### config.mk
export PLATFORM = sky130hd
export DESIGN_NAME = mem_bus_arbiter
export DESIGN_NICKNAME = d
export VERILOG_FILES = /design/src/rtl/mem_bus_arbiter.sv
export SDC_FILE = /design/constraint.sdc
export NUM_CORES = 1
export LEC_CHECK = 0
export BUFFER_PORTS_ARGS = -buffer_cell sky130_fd_sc_hd__buf_2
export CAP_MARGIN = 20
export CORE_UTILIZATION = 41
export CTS_CLUSTER_DIAMETER = 60
export DETAILED_ROUTE_END_ITERATION = 16
export HOLD_SLACK_MARGIN = 0.06
export PLACE_DENSITY = 0.77
export SYNTH_ARGS = -nofsm -noshare
export SYNTH_HDL_FRONTEND = slang
export SYNTH_SLANG_ARGS = --single-unit
### constraint.sdc
create_clock -name clk -period 1.9 [get_ports clk]
set_input_delay 0.57 -clock clk [delete_from_list [all_inputs] [get_ports clk]]
set_output_delay 0.57 -clock clk [all_outputs]
set_load 0.1 [all_outputs]
### src/rtl/mem_bus_arbiter.sv
// Arbitrates one single-port memory bus between instruction-fetch (I) and data (D) requesters.
// Grant -> mem_req 1 cycle, done 1 cycle after mem_ack/timeout; losers are held off. ARB_RR_EN selects round-robin.
module mem_bus_arbiter #(
    parameter int ADDR_W   = 32,
    parameter int DATA_W   = 32,
    parameter int MAX_WAIT = 255
) (
    input  logic                clk,
    input  logic                rst_n,
    input  logic                i_req,
    input  logic [ADDR_W-1:0]   i_addr,
    output logic                i_done,
    output logic [DATA_W-1:0]   i_rdata,
    input  logic                d_req,
    input  logic                d_we,
    input  logic [ADDR_W-1:0]   d_addr,
    input  logic [DATA_W-1:0]   d_wdata,
    input  logic [DATA_W/8-1:0] d_wstrb,
    output logic                d_done,
    output logic [DATA_W-1:0]   d_rdata,
    output logic                bus_err,
    output logic                mem_req,
    output logic                mem_we,
    output logic [ADDR_W-1:0]   mem_addr,
    output logic [DATA_W-1:0]   mem_wdata,
    output logic [DATA_W/8-1:0] mem_wstrb,
    input  logic                mem_ack,
    input  logic [DATA_W-1:0]   mem_rdata,
    output logic [1:0]          owner
);

    localparam int STRB_W = DATA_W / 8;
    localparam int CNT_W  = (MAX_WAIT < 2) ? 1 : $clog2(MAX_WAIT + 1);
    localparam logic [CNT_W-1:0] MAX_CNT = CNT_W'(MAX_WAIT);

    typedef enum logic [1:0] {IDLE, BUSY_I, BUSY_D, RESP} state_t;

    state_t              state_q, state_d;
    logic [CNT_W-1:0]    cnt_q, cnt_d;
    logic                mem_req_q, mem_req_d;
    logic                mem_we_q, mem_we_d;
    logic [ADDR_W-1:0]   mem_addr_q, mem_addr_d;
    logic [DATA_W-1:0]   mem_wdata_q, mem_wdata_d;
    logic [STRB_W-1:0]   mem_wstrb_q, mem_wstrb_d;
    logic [1:0]          owner_q, owner_d;
    logic                i_done_q, i_done_d;
    logic                d_done_q, d_done_d;
    logic                bus_err_q, bus_err_d;
    logic [DATA_W-1:0]   i_rdata_q, i_rdata_d;
    logic [DATA_W-1:0]   d_rdata_q, d_rdata_d;
    logic                grant_d;
    logic                timeout;
`ifdef ARB_RR_EN
    logic                last_grant_q, last_grant_d;  // 1 = D, 0 = I
`endif

    always_comb begin
`ifdef ARB_RR_EN
        if (d_req && i_req) begin
            grant_d = ~last_grant_q;
        end else begin
            grant_d = d_req;
        end
`else
        grant_d = d_req;
`endif
    end

    assign timeout = (MAX_WAIT != 0) && (cnt_q == MAX_CNT);

    always_comb begin
        state_d     = state_q;
        cnt_d       = cnt_q;
        mem_req_d   = mem_req_q;
        mem_we_d    = mem_we_q;
        mem_addr_d  = mem_addr_q;
        mem_wdata_d = mem_wdata_q;
        mem_wstrb_d = mem_wstrb_q;
        owner_d     = owner_q;
        i_done_d    = 1'b0;
        d_done_d    = 1'b0;
        bus_err_d   = 1'b0;
        i_rdata_d   = i_rdata_q;
        d_rdata_d   = d_rdata_q;
`ifdef ARB_RR_EN
        last_grant_d = last_grant_q;
`endif
        case (state_q)
            IDLE: begin
                if (d_req || i_req) begin
                    mem_req_d = 1'b1;
`ifdef ARB_RR_EN
                    last_grant_d = grant_d;
`endif
                    if (grant_d) begin
                        state_d     = BUSY_D;
                        owner_d     = 2'b10;
                        mem_we_d    = d_we;
                        mem_addr_d  = d_addr;
                        mem_wdata_d = d_wdata;
                        mem_wstrb_d = d_we ? d_wstrb : '0;
                    end else begin
                        state_d     = BUSY_I;
                        owner_d     = 2'b01;
                        mem_we_d    = 1'b0;
                        mem_addr_d  = i_addr;
                        mem_wdata_d = '0;
                        mem_wstrb_d = '0;
                    end
                end
            end
            BUSY_I, BUSY_D: begin
                // A late ack in the timeout cycle still counts as a good completion.
                if (mem_ack || timeout) begin
                    state_d   = RESP;
                    mem_req_d = 1'b0;
                    bus_err_d = ~mem_ack;
                    if (state_q == BUSY_I) begin
                        i_done_d  = 1'b1;
                        i_rdata_d = mem_ack ? mem_rdata : '0;
                    end else begin
                        d_done_d = 1'b1;
                        if (!mem_we_q) begin
                            d_rdata_d = mem_ack ? mem_rdata : '0;
                        end
                    end
                end else begin
                    cnt_d = cnt_q + CNT_W'(1);
                end
            end
            RESP: begin
                state_d = IDLE;
                owner_d = 2'b00;
                cnt_d   = '0;
            end
            default: state_d = IDLE;
        endcase
    end

    always_ff @(posedge clk) begin
        if (!rst_n) begin
            state_q     <= IDLE;
            cnt_q       <= '0;
            mem_req_q   <= 1'b0;
            mem_we_q    <= 1'b0;
            mem_addr_q  <= '0;
            mem_wdata_q <= '0;
            mem_wstrb_q <= '0;
            owner_q     <= 2'b00;
            i_done_q    <= 1'b0;
            d_done_q    <= 1'b0;
            bus_err_q   <= 1'b0;
            i_rdata_q   <= '0;
            d_rdata_q   <= '0;
`ifdef ARB_RR_EN
            last_grant_q <= 1'b0;
`endif
        end else begin
            state_q     <= state_d;
            cnt_q       <= cnt_d;
            mem_req_q   <= mem_req_d;
            mem_we_q    <= mem_we_d;
            mem_addr_q  <= mem_addr_d;
            mem_wdata_q <= mem_wdata_d;
            mem_wstrb_q <= mem_wstrb_d;
            owner_q     <= owner_d;
            i_done_q    <= i_done_d;
            d_done_q    <= d_done_d;
            bus_err_q   <= bus_err_d;
            i_rdata_q   <= i_rdata_d;
            d_rdata_q   <= d_rdata_d;
`ifdef ARB_RR_EN
            last_grant_q <= last_grant_d;
`endif
        end
    end

    assign mem_req   = mem_req_q;
    assign mem_we    = mem_we_q;
    assign mem_addr  = mem_addr_q;
    assign mem_wdata = mem_wdata_q;
    assign mem_wstrb = mem_wstrb_q;
    assign owner     = owner_q;
    assign i_done    = i_done_q;
    assign d_done    = d_done_q;
    assign bus_err   = bus_err_q;
    assign i_rdata   = i_rdata_q;
    assign d_rdata   = d_rdata_q;

endmodule

# Yosys cells after proc, flatten, opt, wreduce, memory -nomap -nowiden

Cells that the tools add are included.

Bits in writable memories: 0
Output and inout port bits: 139
Bits in latches: 0
Register bits: 149
Memory bits (read-only): 0
Memories kept: 0
Logic and storage cells: 57

Order comparisons: 0
Shifts and indexed selects: 0
Mux-type cells: 18
$mul: 0
Bitwise logic cells: 3
Add/sub/neg operators: 1
Div/mod/pow operators: 0
Reduce and logical (&&, ||, !) cells: 15
Eq/ne operators: 7

Operator list:

| operator                                             | count |
|---|---|
| two-way mux 32 bit                                   | 3 |
| case mux 8 bit (2 select lines)                      | 1 |
| AND reduction 3 bit                                  | 3 |
| adder 8 x 1 -> 8 bit (second input constant)         | 1 |
| equality test 8 bit (second input constant)          | 1 |
| two-way mux 4 bit                                    | 2 |
| two-way mux 8 bit                                    | 1 |
| AND reduction 2 bit                                  | 4 |
| two-way mux 2 bit                                    | 3 |
| != test 2 bit (second input constant)                | 3 |
| case mux 2 bit (3 select lines)                      | 1 |
| nonzero test 2 bit                                   | 3 |
| two-way mux 1 bit                                    | 5 |
| equality test 2 bit (second input constant)          | 2 |
| case mux 2 bit (2 select lines)                      | 1 |
| AND reduction 4 bit                                  | 1 |
| inverter 1 bit                                       | 3 |
| equality test 2 x 1 -> 1 bit (second input constant) | 1 |
| zero test 2 bit                                      | 1 |
| logical OR 1 bit                                     | 2 |
| case mux 1 bit (2 select lines)                      | 1 |
| OR reduction 2 bit                                   | 1 |

# Logic depth before layout (Yosys ltp)

Depth in word-level cells: 4
Depth in mapped cells: 8
Mapped depth without buffers: 6

# Worst setup path before layout

OpenSTA, ideal clock, no wires.

Path kind: register to register
From: register mem_we_q, in the netlist mem_we
To: register d_rdata_q[10], in the netlist d_rdata[10]
Arrival: 1.808 ns
Required time: 1.781 ns
Cell stages (with the launch flop): 6
Buffers on the path: 2
Setup slack: -0.027 ns
Cells stage by stage: dfxtp_1 -> nor3b_2 -> and2_1 -> clkbuf_1 -> buf_2 -> a32o_1

Cells in the longest elaborated chain, start to end: 2

RTL lines:

| what                          | RTL line | RTL |
|---|---|---|
| from (decl)                   | 41       | `logic mem_we_q, mem_we_d;` |
| from (signal assigned)        | 162      | `mem_we_q <= mem_we_d;` |
| inverter 1 bit (no line)      | --       |  |
| AND reduction 4 bit (no line) | --       |  |
| to (signal assigned)          | 171      | `d_rdata_q <= d_rdata_d;` |
| to (decl)                     | 50       | `logic [DATA_W-1:0] d_rdata_q, d_rdata_d;` |

Every way passes these cells.
A chain may end at the register's enable or synchronous reset.

# Worst setup path in the final report

From: register state_q[0]
To: register state_q[0]

Cells in the longest elaborated chain, start to end: 4
Elaborated cells between the ends (all ways): 9
Those cells by class: 5 x eq/ne; 1 x mux; 3 x reduce/logical

RTL lines:

| what                                                                | RTL line | RTL |
|---|---|---|
| from (decl)                                                         | 38       | `state_t state_q, state_d;` |
| from (signal assigned)                                              | 159      | `state_q <= state_d;` |
| equality test 2 x 1 -> 1 bit or equality test 2 bit (tied branches) | 88       | `case (state_q)` |
| OR reduction 2 bit                                                  | 88       |  |
| != test 2 bit (no line)                                             | --       |  |
| AND reduction 2 bit (no line)                                       | --       |  |

Several ways; a longest one is shown, not always the timed one.

==> impl_metrics.toml <==
[yosys]
synth_top_family_by_area = "compound AO/OA/AOI/OAI gates"
yosysTopAreaCell = "dfxtp_1"
synth.avg_cell_area_um2 = 10.6
ys_async_sr_fraction_pct = 0
syn_area_um2 = 5660
synthSimpleGateAreaFrac_pct = 9.98
synth_ff_type = "dfxtp_1"
synth_cell_type_count = 49
synth-seq-cells = 149
synth-seq-area-share_pct = 52.7
ys_warn_count = 0
synth-xor-area-share_pct = 0
synthesis.nets = 678
yosys.area_share.adder_pct = 1.10
synth_enable_flop_cells = 0
synthTopCellsByArea = "dfxtp_1, a32o_1, mux2i_1"
synth.area.mux_share_pct = 5.65
netlist_instances = 535
synth.top_cell.area_share_pct = 52.7
synth_compound_area_share_pct = 25.4

[finish]
postLayoutCellArea_um2 = 7890
area_growth_pct = 39.3
multi_input_area_um2 = 2390
drive_above_1_share_pct = 42.2
seq_area_um2 = 2980
n_fill_cell = 1206
final_cells = 986
layout.nets = 940
antennaDiodeCount = 0

[clock_tree]
cts_setup_buffers = 0
clock-sinks = 149
ctsResizeCount = 0
clkLatencyLatePin_ns = 0.41
cts_buffer_depth = 2
cts_tree = "built"
clock_tree.root_cell = "clkbuf_16"
numCtsBuffers = 17
htree_levels = 4
clk_pin_slew_ns = 0.06
ctsHoldBuffers = 0

[critical_path]
crit_top_cell = "inv_1"
cp.required_ns = 2.22
cp-end-kind = "flop"
slowest_delay_ns = 0.49
cp-start-kind = "flop"
cp_slowest_cell = "or3_1"
setup.worst_path.start = "state_q[0]"
r2r_slack_ns = 0.08
critPathKind = "flop to flop"
worstPathCellList = "inv_1 -> ha_1 -> inv_1 -> or3_1 -> a32o_1 -> nor4b_2"
worstPathMaxFanout = 5
worstPathArrival_ns = 2.14
worstRegToRegCells = 6
worstReg2RegEnd = "state_q[0]"
regToRegStartpoint = "state_q[0]"

[place]
dpl.hpwl_mm = 11.0
io_buffers = 276
dpl_cell_area_um2 = 7270
gp_congestion = 0.866
dp.cells = 954

[global_route]
grt_pass1_wl_mm = 23.9
use_met2_pct = 36.5
busiest_layer = "met2"
grt.met3_usage_pct = 6.46
grt_pass1_vias = 4838
grt_util_all_layers_pct = 21.2
grt-ovfl-total = 0
grt_max_degree = 66
antenna_found_initial = 0
use_met1_pct = 24.6

[route]
drt_pass1_iterations = 5
drtIter0Drc = 379
final_antenna_net_count = 0
drt_wl_total_mm = 15.3
dr_total_vias = 5295
wl_per_cell_um = 15.5
via_per_inst = 5.37
drc = 0

[sta]
tightest_slew_ns = 0.542
drv_slew = 0
fin_skew_ns = 0.00724
relSlewSlack_pct = 64.1
max_freq_mhz = 550
fin_crit_ns = 1.82
grt_setup_unrepaired = "no"
finalCritPeriodShare_pct = 95.7
setup_violations = 0
hold_viol_final = 0
finalSetupTns_ns = 0

[die]
pin_count = 277
die_area_um2 = 14300
fp.dieW_um = 120
std_cell_rows = 42
core_area_um2 = 13300
chipHeight_um = 120
initial_core_util_pct = 42.4

[worst_hold_path]
hold_class = "input port to flop"
hold_start = "d_wdata[20]"
holdPathStages = 3
hold_end = "mem_wdata[20]"

[power]
comb_power_share_pct = 50.8
max-vdd-ir-drop_mv = 1.20
p_seq_share_pct = 26.7
swShare_pct = 50.9
internal_power_mw = 7.53
power.leakage_nw = 3.68
power.switching_mw = 7.82
clkPwrFrac_pct = 22.5
power.total_mw = 15.3
powerDensity_nw_per_um2 = 1950

[job]
cap_violations = 0

[run_status]
outcome = "finished, final reports clean"
## how the worst max path moves through the flow
stage	slack, ns	cells past startpoint	end
finish	0.08	6	state_q[0]
global route	0.004	6	state_q[0]
CTS	0.06	1	mem_we
detailed placement	0.1	6	state_q[0]
global placement	0.16	5	state_q[1]
floorplan	0.07	8	d_rdata[10]
## layer usage
metal | wire (um) | up-vias
met5 | 0 | -
met4 | 171 | 0
met3 | 1090 | 15
met2 | 7730 | 226
met1 | 6330 | 2472
li1 | - | 2582
## layout by cell type, fill, tap and decap left out, drive strengths merged, types with 6 or more instances in the layout
cell | Yosys | routed
a21oi | 9 | 9
dfxtp | 149 | 149
a211oi | 34 | 34
a32o | 65 | 65
nand3 | 10 | 10
a22oi | 34 | 34
inv | 5 | 10
clkbuf | 21 | 19
buf | 34 | 298
o21ai | 6 | 6
mux2i | 32 | 32
nor2 | 77 | 77
## logic make-up (layout without fill, tap and decap cells)
logic type / count (synthesis) / after routing
adders and majority gates: 5 / 5
DFF: 149 / 149
buffers and inverters: 60 / 335
and+or+nand+nor: 121 / 121
AOI/OAI and AO/OA: 168 / 168
muxes: 32 / 32
## cell type report
| type | instances | share of cell area, % |
|---|---|---|
| flip-flops and latches | 149 | 37.8 |
| well taps | 176 | 2.79 |
| clock inverters | 13 | 2.17 |
| inverters | 5 | 0.238 |
| repair buffers | 298 | 21.0 |
| clock buffers | 19 | 5.62 |
| multi-input cells | 326 | 30.3 |
## per-stage QoR
step | hold slack (ns) | utilization [%] | setup slack (ns)
after floorplan | 0.508 | - | 0.0714
after global placement | 0.442 | 54.5 | 0.158
after detailed placement | 0.449 | 54.5 | 0.0984
after CTS | 0.386 | 59.1 | 0.0556
after global routing | 0.398 | 59.1 | 0.00405
final | 0.405 | 59.1 | 0.0818
## state kept, by name, indices dropped and copies added, names as in the netlist, 2 cells and up
| signal | count |
|---|---|
| state_q | 2 |
| d_rdata | 32 |
| mem_wstrb | 4 |
| cnt_q | 8 |
| owner | 2 |
| mem_addr | 32 |
| i_rdata | 32 |
| mem_wdata | 32 |
## worst max-delay path: cells and delay by family, from the launching register on
family	cells	cell delay, ns
AND/OR/NAND/NOR	2	0.69
adder cells (fa/ha/maj)	1	0.25
buffers and inverters	2	0.20
AO/OA/AOI/OAI	1	0.26
flip-flops	1	0.34
## cells in the mapped netlist, drive strengths merged (2+ instances only)
cell    count
dfxtp     149
nor2       77
a32o       65
a211oi     34
a22oi      34
buf        34
mux2i      32
clkbuf     21
nand3      10
a21oi       9
o21ai       6
ha          5
inv         5
nand2       5
nor3        5
a32oi       4
nand4       4
a31oi       3
and2        3
and3        3
o21a        3
a311oi      2
nor2b       2
nor3b       2
nor4        2
nor4b       2
o211ai      2
## power by group through the flow
| stage | combinational [mW] | clock [mW] | sequential (mW) |
|---|---|---|---|
| 6_report | 7.80 | 3.45 | 4.09 |
| 5_1_grt | 8.18 | 3.66 | 4.17 |
| 4_1_cts | 7.84 | 3.53 | 4.10 |
| 3_5_place_dp | 7.83 | 0 | 4.15 |
| 3_3_place_gp | 7.78 | 0 | 4.13 |
| 2_1_floorplan | 2.07 | 0 | 8.43 |
(Power assumes the default switching activity.)
